$ cat src/rtl/round_sequencer_if.sv
// rtl/round_sequencer_if.sv - handshake bundle between round_sequencer and the per-round sub-blocks
interface round_sequencer_if;
  logic gen_req;
  logic pattern_gen_end;
  logic print_en;
  logic print_pattern_end;
  logic input_en;
  logic input_trim_end;
  logic round_win;
  logic loop_rst_n;

  modport master (
    output gen_req, print_en, input_en, loop_rst_n,
    input  pattern_gen_end, print_pattern_end, input_trim_end, round_win
  );

  modport slave (
    input  gen_req, print_en, input_en, loop_rst_n,
    output pattern_gen_end, print_pattern_end, input_trim_end, round_win
  );
endinterface

$ cat src/rtl/round_sequencer.sv
// rtl/round_sequencer.sv - game-flow FSM: sequences generate/show/entry per round, judges and scores
module round_sequencer #(
  parameter int NUM_ROUNDS    = 10,
  parameter int SETTLE_CYCLES = 4,
  parameter int LRST_CYCLES   = 2,
  parameter int INPUT_TIMEOUT = 0,
  parameter int POINTS        = 10
) (
  input  logic                clk,
  input  logic                rst,
  input  logic                level_valid,
  input  logic [2:0]          level,
  round_sequencer_if.master   sub,
  output logic [2:0]          level_q,
  output logic [3:0]          round_count,
  output logic [3:0]          answer_count,
  output logic [6:0]          score,
  output logic                round_done,
  output logic                game_over
);

  typedef enum logic [2:0] {IDLE, GEN, SHOW, ENTRY, SETTLE, JUDGE, CLEAR, DONE} state_t;

  localparam logic [15:0] SETTLE_LAST  = 16'(SETTLE_CYCLES - 1);
  localparam logic [15:0] LRST_LAST    = 16'(LRST_CYCLES - 1);
  localparam logic [15:0] TIMEOUT_LAST = 16'(INPUT_TIMEOUT - 1);
  localparam logic [3:0]  LAST_ROUND   = 4'(NUM_ROUNDS);

  state_t      state;
  state_t      state_next;
  logic [15:0] cnt;
  logic        level_ok;
  logic        timeout_hit;
  logic        gen_req_d;
  logic        print_en_d;
  logic        input_en_d;
  logic        loop_rst_n_d;
  logic        round_done_d;
  logic        game_over_d;
  logic        judge_win;

  assign level_ok    = level_valid && (level == 3'b001 || level == 3'b010 || level == 3'b100);
  assign timeout_hit = (INPUT_TIMEOUT != 0) && (cnt == TIMEOUT_LAST);

  // cnt restarts on every state change, so it measures time spent in the current state
  always_ff @(posedge clk or posedge rst) begin
    if (rst) begin
      state <= IDLE;
      cnt   <= '0;
    end else begin
      state <= state_next;
      if (state_next != state) begin
        cnt <= '0;
      end else if (cnt != '1) begin
        cnt <= cnt + 16'd1;
      end
    end
  end

  always_comb begin
    state_next = state;
    case (state)
      IDLE:    if (level_ok) state_next = GEN;
      // the first GEN cycle is skipped so a completion flag left over from the last round is not trusted
      GEN:     if (cnt != '0 && sub.pattern_gen_end) state_next = SHOW;
      SHOW:    if (sub.print_pattern_end) state_next = ENTRY;
      ENTRY: begin
        if (sub.input_trim_end)   state_next = SETTLE;
        else if (timeout_hit)     state_next = JUDGE;
      end
      SETTLE:  if (cnt == SETTLE_LAST) state_next = JUDGE;
      JUDGE:   state_next = (round_count == LAST_ROUND) ? DONE : CLEAR;
      CLEAR:   if (cnt == LRST_LAST) state_next = GEN;
      DONE:    state_next = DONE;
      default: state_next = IDLE;
    endcase
  end

  // outputs are decoded from the state being entered and registered, so they line up with the state
  always_comb begin
    gen_req_d    = (state_next == GEN) && (state != GEN);
    print_en_d   = (state_next == SHOW) || (state_next == ENTRY) || (state_next == SETTLE);
    input_en_d   = (state_next == ENTRY) || (state_next == SETTLE);
    loop_rst_n_d = (state_next != CLEAR);
    round_done_d = (state_next == JUDGE) && (state != JUDGE);
    game_over_d  = (state_next == DONE);
    judge_win    = sub.round_win && (state == SETTLE);
  end

  always_ff @(posedge clk or posedge rst) begin
    if (rst) begin
      sub.gen_req    <= 1'b0;
      sub.print_en   <= 1'b0;
      sub.input_en   <= 1'b0;
      sub.loop_rst_n <= 1'b1;
      round_done     <= 1'b0;
      game_over      <= 1'b0;
      level_q        <= 3'b000;
      round_count    <= 4'd0;
      answer_count   <= 4'd0;
      score          <= 7'd0;
    end else begin
      sub.gen_req    <= gen_req_d;
      sub.print_en   <= print_en_d;
      sub.input_en   <= input_en_d;
      sub.loop_rst_n <= loop_rst_n_d;
      round_done     <= round_done_d;
      game_over      <= game_over_d;
      if (state == IDLE && level_ok) begin
        level_q <= level;
      end
      // a round reaching JUDGE straight from ENTRY timed out and never scores
      if (round_done_d) begin
        if (round_count != 4'hF) round_count <= round_count + 4'd1;
        if (judge_win && answer_count != 4'hF) answer_count <= answer_count + 4'd1;
      end
      score <= 7'(int'(answer_count) * POINTS);
    end
  end

endmodule

$ cat src/flat_wrapper.sv
// flat-port wrapper written by rule: the top's interface ports become plain ports
module round_sequencer_flat 
#(
  parameter int NUM_ROUNDS    = 10,
  parameter int SETTLE_CYCLES = 4,
  parameter int LRST_CYCLES   = 2,
  parameter int INPUT_TIMEOUT = 0,
  parameter int POINTS        = 10
)
  (clk, rst, level_valid, level, level_q, round_count, answer_count, score, round_done, game_over, sub_gen_req, sub_print_en, sub_input_en, sub_loop_rst_n, sub_pattern_gen_end, sub_print_pattern_end, sub_input_trim_end, sub_round_win);
  round_sequencer_if sub_i ();
  input  logic clk;
  input  logic rst;
  input  logic level_valid;
  input  logic [2:0] level;
  output logic [2:0] level_q;
  output logic [3:0] round_count;
  output logic [3:0] answer_count;
  output logic [6:0] score;
  output logic round_done;
  output logic game_over;
  output wire logic [$bits(sub_i.gen_req)-1:0] sub_gen_req;
  output wire logic [$bits(sub_i.print_en)-1:0] sub_print_en;
  output wire logic [$bits(sub_i.input_en)-1:0] sub_input_en;
  output wire logic [$bits(sub_i.loop_rst_n)-1:0] sub_loop_rst_n;
  input wire logic [$bits(sub_i.pattern_gen_end)-1:0] sub_pattern_gen_end;
  input wire logic [$bits(sub_i.print_pattern_end)-1:0] sub_print_pattern_end;
  input wire logic [$bits(sub_i.input_trim_end)-1:0] sub_input_trim_end;
  input wire logic [$bits(sub_i.round_win)-1:0] sub_round_win;
  assign sub_gen_req = sub_i.gen_req;
  assign sub_print_en = sub_i.print_en;
  assign sub_input_en = sub_i.input_en;
  assign sub_loop_rst_n = sub_i.loop_rst_n;
  assign sub_i.pattern_gen_end = sub_pattern_gen_end;
  assign sub_i.print_pattern_end = sub_print_pattern_end;
  assign sub_i.input_trim_end = sub_input_trim_end;
  assign sub_i.round_win = sub_round_win;
  round_sequencer #(.NUM_ROUNDS(NUM_ROUNDS), .SETTLE_CYCLES(SETTLE_CYCLES), .LRST_CYCLES(LRST_CYCLES), .INPUT_TIMEOUT(INPUT_TIMEOUT), .POINTS(POINTS)) u_core (.clk(clk), .rst(rst), .level_valid(level_valid), .level(level), .sub(sub_i), .level_q(level_q), .round_count(round_count), .answer_count(answer_count), .score(score), .round_done(round_done), .game_over(game_over));
endmodule
$ cat config.mk
export PLATFORM = sky130hd
export DESIGN_NAME = round_sequencer_flat
export DESIGN_NICKNAME = d
export VERILOG_FILES = /design/src/rtl/round_sequencer_if.sv /design/src/rtl/round_sequencer.sv /design/src/flat_wrapper.sv
export SDC_FILE = /design/constraint.sdc
export NUM_CORES = 1
export LEC_CHECK = 0
export ABC_AREA = 0
export BUFFER_PORTS_ARGS = -buffer_cell sky130_fd_sc_hd__buf_2
export CAP_MARGIN = 30
export CORE_AREA = 2 2 101 84
export CTS_CLUSTER_DIAMETER = 200
export DETAILED_ROUTE_END_ITERATION = 8
export DIE_AREA = 0 0 103 86
export SLEW_MARGIN = 10
export SYNTH_ARGS = -nofsm -noshare
export SYNTH_HDL_FRONTEND = slang
export SYNTH_SLANG_ARGS = --single-unit
$ cat constraint.sdc
create_clock -name clk -period 6.5 [get_ports clk]
set_clock_uncertainty 0.2 [all_clocks]
set_input_delay 1.3 -clock clk [delete_from_list [all_inputs] [get_ports clk]]
set_output_delay 1.3 -clock clk [all_outputs]
set_load 0.05 [all_outputs]
==> results of run 1 <==
-- layout by cell type, fill, tap and decap left out, drive strengths merged, types with 2 or more instances in the layout --
cell / Yosys / layout
a21oi: 9 / 9
a31oi: 2 / 2
and3: 3 / 3
and4: 4 / 4
buf: 7 / 33
clkbuf: 3 / 6
dfrtp: 41 / 41
ha: 9 / 9
inv: 9 / 9
mux2: 2 / 2
mux2i: 4 / 4
nand2: 16 / 16
nand2b: 3 / 3
nand3: 10 / 10
nand3b: 4 / 4
nand4: 7 / 7
nor2: 18 / 18
nor2b: 2 / 2
nor3: 17 / 17
nor3b: 2 / 2
nor4: 6 / 6
nor4b: 2 / 2
o21ai: 12 / 12
o31ai: 2 / 2
xnor2: 11 / 11
xor2: 6 / 6
-- kinds of logic (layout without fill, tap and decap cells) --
group,after synthesis,after routing
simple gates,96,96
flops,42,42
compound gates,30,30
buf+inv,19,50
xor+xnor,17,17
fa+ha+maj,10,10
mux,6,6
other cells,1,1
-- cell type report --
class | count | area [µm²] | share of cell area
Multi-Input combinational cell | 160 | 1140 | 0.432
Sequential cell | 42 | 1050 | 0.399
Timing Repair Buffer | 33 | 168 | 0.0635
Tap cell | 108 | 135 | 0.0512
Clock buffer | 6 | 72.6 | 0.0275
Clock inverter | 2 | 37.5 | 0.0142
Inverter | 9 | 33.8 | 0.0128
-- through the flow --
step	hold slack, ns	worst slack, ns	util	cell area [µm²]
floorplan	0.312	3.59	-	2290
global placement	0.300	3.15	0.326	2530
detailed placement	0.296	3.10	0.326	2530
CTS	0.320	3.42	0.340	2640
global route	0.346	3.30	0.340	2640
finish	0.306	3.42	0.340	2640
-- layer usage --
layer | GRT usage | vias up | wire [µm]
li1 | - | 833 | -
met1 | 0.150 | 806 | 2260
met2 | 0.162 | 29 | 1930
met3 | 0.0416 | 6 | 220
met4 | 0.0311 | 0 | 47
met5 | 0 | - | 0
-- how the worst min path moves through the flow --
stage                                start                 to  slack [ns]  cells after the start
finish              u_core.answer_count[1]    u_core.score[2]        0.31                      0
global route        u_core.answer_count[0]    u_core.score[1]        0.35                      0
CTS                 u_core.answer_count[1]    u_core.score[2]        0.32                      0
detailed placement  u_core.answer_count[1]    u_core.score[2]        0.30                      0
global placement    u_core.answer_count[1]    u_core.score[2]        0.30                      0
floorplan                   u_core.cnt[13]  u_core.round_done        0.31                      1
-- registers in the layout (all words and copies together) (netlist names) --
| register | cells |
|---|---|
| u_core.cnt | 16 |
| u_core.score | 6 |
| u_core.answer_count | 4 |
| u_core.round_count | 4 |
| u_core.level_q | 3 |
| u_core.state | 3 |
| u_core.game_over | 1 |
| u_core.round_done | 1 |
| u_core.sub.gen_req | 1 |
| u_core.sub.input_en | 1 |
| u_core.sub.loop_rst_n | 1 |
| u_core.sub.print_en | 1 |
-- power groups by stage --
stage / Combinational [mW] / Sequential [mW] / Clock [mW]
6_report: 0.356 / 0.365 / 0.209
5_1_grt: 0.395 / 0.374 / 0.230
4_1_cts: 0.361 / 0.365 / 0.216
3_5_place_dp: 0.360 / 0.370 / 0
3_3_place_gp: 0.357 / 0.369 / 0
2_1_floorplan: 0.252 / 0.416 / 0
-- cell usage after synthesis, drive strengths merged, types with 2 or more instances --
library cell	n
a21oi	9
a31oi	2
and3	3
and4	4
buf	7
clkbuf	3
dfrtp	41
ha	9
inv	9
mux2	2
mux2i	4
nand2	16
nand2b	3
nand3	10
nand3b	4
nand4	7
nor2	18
nor2b	2
nor3	17
nor3b	2
nor4	6
nor4b	2
o21ai	12
o31ai	2
xnor2	11
xor2	6
==> results.ini, run 1 <==
[run_status]
status = finished, final reports clean

[timing]
period_share = 0.474
hold_viol = 0
setup_viol = 0
final.min_clock_period_ns = 3.08
setup_tns_ns = 0
rsz0062_at_grt = false
drv_slew = 0
tightestPinTransition_ns = 0.743
fmax_ghz = 0.325
slew_headroom = 0.503

[critical_path]
worstPathArrival_ns = 3.03
worstPathCellList = buf_2, nand2_1, nand4_1, o22ai_1, nor3_4, mux2i_4, nor4_1
r2r_start = u_core.cnt[15]
cp-startpoint = level[2]
crit_slowest_cell = mux2i_4
r2r_end = u_core.cnt[2]
crit_path_end = u_core.cnt[2]
rrSetupSlack_ns = 3.73
path_depth = 7
cpPeakStageDelay_ns = 0.67
start_kind = input port
crit_type = input port to flip-flop
cpLargestDelayFamily = simple AND/OR/NAND/NOR gates
required_ns = 6.45
critPathCaptureType = flip-flop
r2r_cells = 6
critPathMaxFanout = 16
critPathBufInv = 1

[clock_network]
htreeDepth = 2
clock_sinks = 42
cts_resized = 0
hold_buffers = 0
clk_pin_slew_ns = 0.08
cts-buffers-inserted = 5
tritoncts = built
root_buffer = clkbuf_8
post_cts_buffers = 0
clk_path_buf_depth = 2
insertion_delay_ns = 0.30

[synthesis]
async_reset_ff_frac = 1.00
synth.area.mux_share = 0.0328
synth-seq-cells = 42
yosys.area.top_type = dfrtp_1
synth-xor-area-share = 0.0650
postSynthCellCount = 221
avgSynthCellArea_um2 = 10.4
synth_nets = 241
ys.flop_type = dfrtp_1
synthSimpleGateAreaFrac = 0.260
synth_top_area_share = 0.448
yosysWarnings = 0
synth_area_leaders = dfrtp_1 45%, ha_1 4.9%, nor3_2 4.4%
synth_compound_area_frac = 0.0809
synth_edf_count = 0
synthAdderAreaFrac = 0.0579
syn-cell-area_um2 = 2290
synth_top_family_by_area = simple AND/OR/NAND/NOR gates
ys_seq_area_frac = 0.460
synthDistinctLibCells = 45

[drt]
drtAntennaViolNets = 0
wl_um = 4460
drtIter0Drc = 44
vias_per_cell = 4.65
vias = 1674
post_drt_wl_per_cell_um = 12.4
dr.pass1.iters = 4
post-route-drc-count = 0

[pwr]
pwr-share-seq = 0.392
p_int_mw = 0.531
switching_share = 0.429
p_per_area_nw_per_um2 = 352
combPwrFrac = 0.383
switchingPower_mw = 0.399
ir_drop_mv = 0.130
p_clk_frac = 0.224
p_total_mw = 0.930
leakage_nw = 1.23

[grt]
grt_pass1_vias = 1614
track_usage = 0.110
grt_pass1_wl_um = 7650
antenna_found_initial = 0
grt_max_degree = 43
grt-ovfl-total = 0

[place]
io_buffers = 32
finalWeightedCongestion = 0.775
hpwl_um = 3090
dpl.cell_count = 352

[cells_and_area]
nets = 271
fill_cells = 810
instances_no_fill = 360
drive_gt1_frac = 0.250
antenna_cells = 0
syn2layout_area_growth_pct = 15.2

[die]
fp.dieW_um = 103
ioPinCount = 34
dieArea_um2 = 8860
die_h_um = 86
start_util = 0.295
core_um2 = 7760
rows = 29

[worst_hold_path]
hp-class = flip-flop to flip-flop

[run]
maxCapViolations = 0

No activity file was read; power rests on OpenSTA's default activity.
==> inputs of run 2 (changes only) <==
- clock period: 6.5 -> 3 ns (I/O delays scaled with it)
==> run 2 against run 1 <==
Cell area about the same. Worst setup slack worse by 3.0 ns. Sequential share of layout area about the same. Critical endpoint is now u_core.cnt[5]. Core utilization about the same. Register-to-register slack worse by 3.3 ns. Die area unchanged. Global-route usage up 0.081 points. Critical path type is now flip-flop to flip-flop.
==> results.ini, run 2 (synthesized netlist as in run 1, its figures left out) <==
[run_status]
status = finished, final reports clean

[clock_network]
clk_pin_slew_ns = 0.09  ; about the same
hold_buffers = 0  ; unchanged
htreeDepth = 2  ; unchanged
root_buffer = clkbuf_8
clk_path_buf_depth = 2  ; unchanged
tritoncts = built
insertion_delay_ns = 0.30  ; about the same
post_cts_buffers = 0  ; unchanged
clock_sinks = 42  ; unchanged
cts_resized = 0  ; unchanged
cts-buffers-inserted = 5  ; unchanged

[cells_and_area]
layout_common_cells = 41 x dfrtp_1, 32 x buf_2, 18 x nor2_1
antenna_cells = 0  ; unchanged
instances_no_fill = 363  ; +0.83%
syn2layout_area_growth_pct = 15.4  ; about the same
fin_area_um2 = 2640  ; about the same
largest_register_ffs = 16  ; unchanged
nets = 274  ; +1.1%
layout_commonest_cell = dfrtp_1
reg_top3 = u_core.cnt x16, u_core.score x6
drive_gt1_frac = 0.263  ; +0.0127
largest-register = u_core.cnt

[place]
io_buffers = 32  ; unchanged
hpwl_um = 3120  ; +0.82%
dpl.cell_count = 355  ; +0.85%
placed_area_um2 = 2550  ; +0.89%
finalWeightedCongestion = 0.817  ; +5.4%

[die]
start_util = 0.295  ; unchanged
ioPinCount = 34  ; unchanged
fp.dieW_um = 103  ; unchanged
die_h_um = 86  ; unchanged
rows = 29  ; unchanged
dieArea_um2 = 8860  ; unchanged
core_um2 = 7760  ; unchanged

[timing]
setup_viol = 0  ; unchanged
rsz0062_at_grt = false
drv_slew = 0  ; unchanged
hold_viol = 0  ; unchanged
period_share = 0.852
slew_headroom = 0.634  ; +0.131
tightestPinTransition_ns = 0.545  ; -0.198 ns
final.min_clock_period_ns = 2.56
fmax_ghz = 0.391
setup_tns_ns = 0  ; unchanged

[critical_path]
critPathCaptureType = flip-flop
cpPeakStageDelay_ns = 0.52  ; -0.15 ns
worstPathArrival_ns = 2.56  ; -0.47 ns
start_kind = flip-flop
crit_slowest_cell = dfrtp_1
critPathMaxFanout = 16  ; unchanged
crit_type = flip-flop to flip-flop
required_ns = 3.00  ; -3.45 ns
worstPathCellList = inv_1, nand4_1, o22ai_1, nor3_4, mux2i_4, buf_4, nor4_1

[pwr]
leakage_nw = 1.24  ; +0.69%
p_int_mw = 1.09  ; +110%
pwr-share-seq = 0.397  ; +0.005
switching_share = 0.451  ; +0.0211
ir_drop_mv = 0.330  ; +150%
combPwrFrac = 0.411  ; +0.028
p_total_mw = 1.99  ; +110%
p_per_area_nw_per_um2 = 753  ; +110%
p_clk_frac = 0.192  ; -0.032
switchingPower_mw = 0.896  ; +120%

[grt]
antenna_found_initial = 0  ; unchanged
grt_pass1_wl_um = 7730  ; +1.1%
grt_max_degree = 43  ; unchanged
grt_pass1_vias = 1622  ; +0.50%
grt-ovfl-total = 0  ; unchanged
track_usage = 0.111  ; +0.000809

[drt]
drtAntennaViolNets = 0  ; unchanged
post_drt_wl_per_cell_um = 12.5  ; +0.60%
wl_um = 4520  ; +1.4%
vias_per_cell = 4.72  ; +1.6%
drtIter0Drc = 83  ; +89%
post-route-drc-count = 0  ; unchanged
dr.pass1.iters = 4  ; unchanged
vias = 1715  ; +2.4%

[run]
maxCapViolations = 0  ; unchanged

[worst_hold_path]
hp-class = input port to async pin

## run 2: cell count changes in the layout (fill, tap and decap cells not counted), sizes merged
cell / before / now
bufinv: 1 / 0
clkinv: 0 / 2
buf: 33 / 36
clkbuf: 6 / 5
## run 2: final cells by class
| cell class | instances | area [µm²] |
|---|---|---|
| clock buffers | 5 | 68.8 |
| flip-flops and latches | 42 | 1050 |
| well taps | 108 | 135 |
| multi-input cells | 160 | 1140 |
| clock inverters | 3 | 21.3 |
| inverters | 9 | 33.8 |
| repair buffers | 36 | 190 |
| fillers | 807 | 5120 |
## run 2: path summary, 6_finish.rpt
kind                       slack, ns                    end  cells past startpoint                   start
setup / recovery                0.44          u_core.cnt[5]                      7         u_core.state[0]
hold / removal                  0.22        u_core.score[6]                      3                     rst
setup reg to reg                0.44          u_core.cnt[5]                      7         u_core.state[0]
hold reg to reg                 0.29        u_core.score[2]                      0  u_core.answer_count[1]
max in group asynchronous       2.02  u_core.sub.loop_rst_n                      3                     rst
min in group clk                0.29        u_core.score[2]                      0  u_core.answer_count[1]
## run 2: per-layer routing
metal | GRT usage | vias up | part of all wire
li1 | - | 840 | -
met3 | 0.0326 | 9 | 0.046
met5 | 0 | - | 0
met1 | 0.153 | 825 | 0.50
met4 | 0.0419 | 0 | 0.013
met2 | 0.162 | 41 | 0.44
## run 2: metrics by stage
| stage | setup WS, ns | utilization | hold slack (ns) |
|---|---|---|---|
| 2_1_floorplan | 0.525 | - | 0.312 |
| 3_3_place_gp | 0.501 | 0.329 | 0.294 |
| 3_5_place_dp | 0.436 | 0.329 | 0.279 |
| 4_1_cts | 0.423 | 0.340 | 0.234 |
| 5_1_grt | 0.209 | 0.340 | 0.281 |
| 6_report | 0.443 | 0.340 | 0.217 |
## run 2: critical path, delay by kind of cell, from the launching register on
family / cells / cell delay [ns]
compound gates: 1 / 0.39
flops: 1 / 0.52
mux: 1 / 0.19
simple gates: 3 / 0.68
buf+inv: 2 / 0.47
## run 2: power by group through the flow
stage	registers [mW]	logic (mW)	clock network, mW
floorplan	0.902	0.547	0
global placement	0.798	0.807	0
detailed placement	0.800	0.820	0
CTS	0.789	0.821	0.394
global route	0.810	0.906	0.420
finish	0.790	0.818	0.381
